[config.mk]
export PLATFORM = sky130hd
export DESIGN_NAME = interface_jogada
export DESIGN_NICKNAME = d
export VERILOG_FILES = /design/src/rtl/jogada_pkg.sv /design/src/rtl/interface_jogada_contador_limite.sv /design/src/rtl/interface_jogada.sv
export SDC_FILE = /design/constraint.sdc
export NUM_CORES = 1
export LEC_CHECK = 0
export ABC_AREA = 1
export BUFFER_PORTS_ARGS = -buffer_cell sky130_fd_sc_hd__buf_2
export CORE_MARGIN = 8
export CORE_UTILIZATION = 52
export DETAILED_ROUTE_END_ITERATION = 8
export PLACE_DENSITY_LB_ADDON = 0.12
export SLEW_MARGIN = 20
export SYNTH_ARGS = -nofsm -noshare
export SYNTH_HDL_FRONTEND = slang
export SYNTH_SLANG_ARGS = --single-unit
[constraint.sdc]
create_clock -name clock -period 1.69 [get_ports clock]
set_input_delay 0.338 -clock clock [delete_from_list [all_inputs] [get_ports clock]]
set_output_delay 0.338 -clock clock [all_outputs]
set_load 0.05 [all_outputs]
[src/rtl/jogada_pkg.sv]
// Shared definitions for the player-input front end of the memory game:
// state codes, default timing parameters and the one-hot check.
package jogada_pkg;

   localparam int DEBOUNCE_PADRAO = 10;
   localparam int TIMEOUT_PADRAO  = 5000;

   typedef enum logic [3:0] {
      OCIOSO         = 4'd0,
      AGUARDA_SOLTA  = 4'd1,
      ARMADO         = 4'd2,
      FILTRA         = 4'd3,
      EMITE          = 4'd4,
      DESARMA        = 4'd5,
      TEMPO_ESGOTADO = 4'd6
   } estado_t;

   function automatic logic um_bit(input logic [3:0] v);
      return (v != 4'b0000) && ((v & (v - 4'd1)) == 4'b0000);
   endfunction

endpackage

[src/rtl/interface_jogada_contador_limite.sv]
// Counter with synchronous clear and enable; fim flags the value LIMITE-1.
// Used for the debounce counter and the move timeout timer.
module contador_limite #(
   parameter int LIMITE  = 10,
   parameter int LARGURA = $clog2(LIMITE) + 1
) (
   input  logic clock,
   input  logic reset,
   input  logic zera,
   input  logic conta,
   output logic fim
);

   logic [LARGURA-1:0] valor;

   always_ff @(posedge clock) begin
      if (reset || zera) begin
         valor <= '0;
      end else if (conta) begin
         valor <= valor + 1'b1;
      end
   end

   assign fim = (valor == LARGURA'(LIMITE - 1));

endmodule

[src/rtl/interface_jogada.sv]
// Player-input front end: release wait, single-button debounce, jogada pulse.
// Define INTERFACE_JOGADA_TIMEOUT_EN to build the move timeout timer.
module interface_jogada
   import jogada_pkg::*;
#(
   parameter int DEBOUNCE_CYCLES = DEBOUNCE_PADRAO,
   parameter int TIMEOUT_CYCLES  = TIMEOUT_PADRAO
) (
   input  logic       clock,
   input  logic       reset,
   input  logic       armar,
   input  logic [3:0] botoes,
   output logic       jogada,
   output logic [3:0] jogada_code,
   output logic       timeout,
   output logic [3:0] db_estado
);

   estado_t    estado;
   logic [3:0] candidato;
   logic       bate;
   logic       db_fim;
   logic       tempo_fim;

   assign bate      = (botoes == candidato);
   assign db_estado = estado;

   contador_limite #(
      .LIMITE  (DEBOUNCE_CYCLES),
      .LARGURA ($clog2(DEBOUNCE_CYCLES) + 1)
   ) u_debounce (
      .clock (clock),
      .reset (reset),
      .zera  ((estado != FILTRA) || !bate || !armar),
      .conta ((estado == FILTRA) && bate),
      .fim   (db_fim)
   );

`ifdef INTERFACE_JOGADA_TIMEOUT_EN
   contador_limite #(
      .LIMITE  (TIMEOUT_CYCLES),
      .LARGURA ($clog2(TIMEOUT_CYCLES))
   ) u_tempo (
      .clock (clock),
      .reset (reset),
      .zera  (estado == OCIOSO),
      .conta ((estado == AGUARDA_SOLTA) ||
              (estado == ARMADO) ||
              (estado == FILTRA)),
      .fim   (tempo_fim)
   );

   assign timeout = (estado == TEMPO_ESGOTADO);
`else
   assign tempo_fim = 1'b0;
   assign timeout   = 1'b0;
`endif

   always_ff @(posedge clock) begin
      if (reset) begin
         estado      <= OCIOSO;
         candidato   <= 4'b0000;
         jogada      <= 1'b0;
         jogada_code <= 4'b0000;
      end else begin
         jogada <= 1'b0;
         unique case (estado)
            OCIOSO: begin
               if (armar) estado <= AGUARDA_SOLTA;
            end
            AGUARDA_SOLTA, ARMADO, FILTRA: begin
               // abort beats a finishing press, which beats the timer
               if (!armar) begin
                  estado <= OCIOSO;
               end else if (estado == FILTRA && bate && db_fim) begin
                  estado      <= EMITE;
                  jogada      <= 1'b1;
                  jogada_code <= candidato;
               end else if (tempo_fim) begin
                  estado <= TEMPO_ESGOTADO;
               end else if (estado == AGUARDA_SOLTA) begin
                  if (botoes == 4'b0000) estado <= ARMADO;
               end else if (estado == ARMADO) begin
                  if (um_bit(botoes)) begin
                     candidato <= botoes;
                     estado    <= FILTRA;
                  end
               end else if (!bate) begin
                  estado <= ARMADO;
               end
            end
            EMITE: begin
               estado <= DESARMA;
            end
            DESARMA, TEMPO_ESGOTADO: begin
               if (!armar) estado <= OCIOSO;
            end
            default: begin
               estado <= OCIOSO;
            end
         endcase
      end
   end

endmodule

Yosys cells after proc, flatten, opt, wreduce, memory -nomap -nowiden

Index checks and enable logic that the tools add are counted.

Bits in read-only memories: 0
Bits in latches: 0
Bits of input ports: 7
Memory bits (writable): 0
Register bits after elaboration: 18
Memories kept: 0
Logic and storage cells: 55
Output and inout bits: 10

$add $sub $neg: 2
Shift operators: 0
Muxes and demuxes: 11
Equality and inequality tests: 14
Multipliers: 0
Order comparisons: 0
Bitwise logic cells: 5
Divide/modulo/power cells: 0
Reduce and logical (&&, ||, !) cells: 18

Operators by type and width:

| cell                                                                   | number |
|---|---|
| 4-bit two-way mux                                                      | 9 |
| 4-bit case mux with 4 select lines                                     | 1 |
| 4-bit by 3-bit equality test with 1-bit output (second input constant) | 3 |
| 4-bit zero test                                                        | 3 |
| 6-bit != test (second input constant)                                  | 2 |
| 4-bit by 2-bit equality test with 1-bit output (second input constant) | 2 |
| 6-bit AND reduction                                                    | 1 |
| 3-bit OR reduction                                                     | 2 |
| 5-bit by 1-bit adder with 5-bit output (second input constant)         | 1 |
| 5-bit by 4-bit equality test with 1-bit output (second input constant) | 1 |
| 5-bit != test (second input constant)                                  | 1 |
| 5-bit AND reduction                                                    | 1 |
| 4-bit AND                                                              | 1 |
| 4-bit by 1-bit equality test with 1-bit output (second input constant) | 1 |
| 4-bit equality test                                                    | 1 |
| 2-bit != test (second input constant)                                  | 2 |
| 4-bit by 2-bit != test with 1-bit output (second input constant)       | 1 |
| 1-bit NOT                                                              | 4 |
| 4-bit nonzero test                                                     | 1 |
| 4-bit by 1-bit subtractor with 4-bit output (second input constant)    | 1 |
| 1-bit logical AND                                                      | 3 |
| 1-bit logical OR                                                       | 3 |
| 3-bit AND reduction                                                    | 1 |
| 1-bit zero test                                                        | 2 |
| other kinds (2)                                                        | 2 |

Longest topological paths before layout

Depth after elaboration: 10
Mapped depth: 11
Mapped depth without buffers: 11

Cells and area by module

From an unflattened synthesis, not the netlist that was laid out.

Cells, all modules: 150
Area total of the unflattened synthesis: 1009.7 um2

Modules (own cells, without submodules):

| module           | area each (um2) | times used | sequential area each (um2) | cells an instance |
|---|---|---|---|---|
| interface_jogada | 774.5           | 1          | 240.2                      | 118 |
| contador_limite  | 235.2           | 1          | 100.1                      | 32 |

Least setup slack after synthesis

OpenSTA, ideal clock, no wires.

Kind: reg2reg
Start point: reg estado[0] (netlist: db_estado[0])
End point: reg u_debounce.valor[4]
Cell stages (with the launch flop): 9
Buffers on the path: 0
Period minus slack after synthesis: 1.705 ns
Data required time: 1.580 ns
Slack: -0.015 ns
Arrival: 1.595 ns
Setup time: 0.110 ns
Path through: dfxtp_1 -> nand2_1 -> nor2_4 -> nand3_2 -> inv_2 -> nand4_2 -> or2_0 -> nand3_1 -> inv_1

Cells in the longest elaborated chain, start to end: 4
Elaborated cells on any way between the ends: 6
Classes of those cells: 2 x eq/ne; 4 x reduce/logical

RTL lines:

| element                                  | line                                   | source |
|---|---|---|
| start: declaration                       | interface_jogada.sv:19                 | `estado_t estado;` |
| start signal: assignment                 | interface_jogada.sv:61                 | `estado <= OCIOSO;` |
| start signal: assignment                 | interface_jogada.sv:69                 | `if (armar) estado <= AGUARDA_SOLTA;` |
| start signal: assignment                 | interface_jogada.sv:74                 | `estado <= OCIOSO;` |
| 4-bit by 2-bit != test with 1-bit output | interface_jogada.sv:34                 | `.zera ((estado != FILTRA) \|\| !bate \|\| !armar),` |
| 1-bit logical OR (2 in a row)            | interface_jogada.sv:34                 |  |
| 1-bit logical OR                         | interface_jogada_contador_limite.sv:17 | `if (reset \|\| zera) begin` |
| end signal: assignment                   | interface_jogada_contador_limite.sv:20 | `valor <= valor + 1'b1;` |
| end: declaration                         | interface_jogada_contador_limite.sv:14 | `logic [LARGURA-1:0] valor;` |

Parallel ways exist; a longest one is shown, timed or not.
A chain may end at the register's enable or synchronous reset.

Worst setup path in the final report

Start point: reg u_debounce.valor[0]
End point: reg jogada_code[2]

Cells in the longest elaborated chain, start to end: 3

RTL lines:

| element                                        | line                                   | source |
|---|---|---|
| 5-bit by 4-bit equality test with 1-bit output | interface_jogada_contador_limite.sv:24 | `assign fim = (valor == LARGURA'(LIMITE - 1));` |
| 1-bit logical AND                              | interface_jogada.sv:75                 | `end else if (estado == FILTRA && bate && db_fim) begin` |
| 3-bit AND reduction (no line)                  | -                                      |  |
| end signal: assignment                         | interface_jogada.sv:78                 | `jogada_code <= candidato;` |
| end: declaration                               | interface_jogada.sv:14                 | `output logic [3:0] jogada_code,` |

Every way passes these cells.

==> metrics <==
CP bufs+invs 0; post-CTS sizing 0; Reg2Reg Depth 7; setup bufs post-CTS 0; Initial Util between 50% and 60%; Leak ~0.59 nW; required time worst endpoint 1.93 ns; Synth Area in XOR/XNOR 1.74%; nets@finish 165; CTS H-tree lvls 1; Compound-Gate Fraction of Synth Area 12.5%; Setup violations, final 0; final hold viol count 0; TNS Setup 0 ns; worst skew pair latency approximately 0.30 ns; CTS tree yes; Routability Congestion 0.815; Tmin final between 1 and 1.5 ns; crit-path cells ha_1, nand3_1, nor2_1, nand4_4, nor2_8, o21ai_1, a21oi_2; crit path capture type register; Fmax a little under 0.7 GHz; RSZ-0062 raised after global routing no; clock buffer depth 2; Die X approximately 60 um; Global Route met1 Usage about an eighth; HP Class in2reg; grt peak-use layer met2; die area between 3000 and 4000 um^2; gr usage total between 10% and 20%; DRC Markers 0; Num CTS Buffers 3; Crit Path Class reg2reg; Pre-antenna DRT Iters 5; final period utilization between 80% and 90%; simple-gate portion of the synthesized area 37.4%; Final Slew Violations 0; initial antenna violation count 0; Port Buffers 14; vias after detailed routing roughly 890; crit path launch type register; WL per Instance around 11 um; TritonCTS Sinks 17; total wire length between 1500 and 2000 um; Routed Antenna Nets 0; root buffer cell clkbuf_4; hold endpoint u_debounce.valor[0]; Post-Synthesis Cells approximately 140; r2r startpoint u_debounce.valor[0]; Core ar. about 1900 um^2; area delta synth->final 11.4%; largest family of logic cells by synthesized area simple AND/OR/NAND/NOR gates; origin of the worst min-delay path reset; clock-pin slew on the worst setup and hold paths approximately 0.10 ns; #FFs+latches synth 17; Die Ht 60.0 um; vias in the first global route between 700 and 800; gr ovfl total 0; Rows 16; clk_skew about 0.0018 ns; post-synth cell types 30; post-synthesis mux area share 0%; largest net degree at the start of global routing 12; hold-critical path depth 2; Post-Synth Adder-Cell Area 2.48%; Synth Area per Inst approximately 7.2 um^2; share of layout cells above drive strength 1 between 20% and 30%; R2R setup slack about 0.21 ns; worst ir drop on vdd approximately 520 uV; CP top delay family simple AND/OR/NAND/NOR gates; max incr delay on CP ~0.4 ns; critical path arrival about 1.7 ns; status complete, no violations; max cap viols 0; CP max-delay cell dfxtp_1; Antenna diodes 0; worst-path maximum fanout 8; first-pass GRT wire length 3290 um; Synth Warn # 0; Via-to-Cell Ratio between 4 and 5; post-synthesis sequential area ratio 33.8%; I/O pin cnt 17; met3 Track Usage GR under 10%; Hold-fix buffers, CTS 0; detailed placement HPWL between 1500 and 2000 um; Min Hold Slack approximately 0.25 ns; Starting DRT DRC Count 14; CP Depth 7; met2 Use GR roughly a fifth; PwrDens about 840 nW/um^2; Cell Area, Synth 1010 um^2; Worst R2R End jogada_code[2]
[state kept, by name, indices dropped and copies added (netlist names)]
name	count
db_estado	3
candidato	4
jogada	1
jogada_code	4
u_debounce.valor	5
[how the worst max path moves through the flow]
stage	slack (ns)	end	startpoint
finish	0.21	jogada_code[2]	u_debounce.valor[0]
global route	0.07	jogada_code[0]	u_debounce.valor[0]
CTS	0.20	jogada_code[2]	u_debounce.valor[0]
detailed placement	0.18	u_debounce.valor[4]	botoes[0]
global placement	0.21	u_debounce.valor[4]	botoes[0]
floorplan	0.06	u_debounce.valor[4]	db_estado[1]
[cells in the mapped netlist]
cell type	number	share of area (%)
nand4_2	1	1.2
nand3_2	2	2.0
nand3b_1	1	0.75
inv_2	8	3.0
nand4_4	1	2.1
nor3_1	3	1.5
clkbuf_2	1	0.50
nand2_1	30	11
o21ai_2	1	0.87
ha_1	2	2.5
o22ai_1	1	0.62
conb_1	1	0.37
nand3_1	7	3.5
nor2_4	3	3.4
nor2_2	2	1.2
xor2_1	2	1.7
or2_0	1	0.62
o21ai_1	3	1.5
a21oi_2	4	3.5
a21oi_1	4	2.0
nand4_1	2	1.2
nor2_8	1	2.0
nor2_1	8	3.0
inv_1	18	6.7
nor4_2	1	1.2
dfxtp_1	17	34
nand2_2	4	2.5
o21ai_0	7	3.5
buf_4	2	1.5
a31oi_1	1	0.62
[placed cells by master (no fill, tap or decap), drive strengths merged]
master / n
nand2: 34
nor4: 1
conb: 2
or2: 1
nand3b: 1
nand4: 4
a21oi: 8
ha: 2
clkbuf: 4
o22ai: 1
nand3: 9
nor2: 14
dfxtp: 17
buf: 14
a31oi: 1
nor3: 3
o21ai: 11
xor2: 2
inv: 26
[kinds of logic after synthesis]
family | Yosys count
simple gates | 67
buf+inv | 29
compound gates | 21
flops | 17
xor+xnor | 2
fa+ha+maj | 2
other cells | 1
[worst register-to-register path: cells and delay by family (launching register included)]
| family | cells | cell delay (ns) |
|---|---|---|
| and+or+nand+nor | 4 | 0.67 |
| adders and majority gates | 1 | 0.16 |
| DFF | 1 | 0.39 |
| AOI/OAI and AO/OA | 2 | 0.20 |
[metrics by stage]
stage                     instances  util (%)  power (mW)  instance area, um^2  setup slack (ns)
after floorplan                 140         -       0.676                 1010            0.0554
after global placement          178      57.6       0.726                 1100             0.206
after detailed placement        178      57.6       0.727                 1100             0.177
after CTS                       182      59.0       0.963                 1120             0.202
after global routing            182      59.0        1.01                 1120            0.0658
final                           182      59.0       0.944                 1120             0.211
[cell type report]
cell class	count	area (um^2)
Multi-Input combinational cell	94	553
Clock buffer	4	26.3
Inverter	26	97.6
Tap cell	27	33.8
Sequential cell	17	342
Timing Repair Buffer	14	70.1
Fill cell	194	779
[power breakdown]
group          leakage [nW]  internal (mW)  switching, mW
registers             0.138          0.420         0.0205
clock network        0.0150         0.0920          0.134
logic                 0.437         0.0805          0.197
total                 0.590          0.592          0.352
[layer usage]
| layer | share of wire, % | vias up |
|---|---|---|
| li1 | - | 468 |
| met1 | 45 | 394 |
| met2 | 48 | 22 |
| met3 | 5.4 | 5 |
| met4 | 2.3 | 0 |
| met5 | 0 | - |
(Power assumes the default switching activity.)
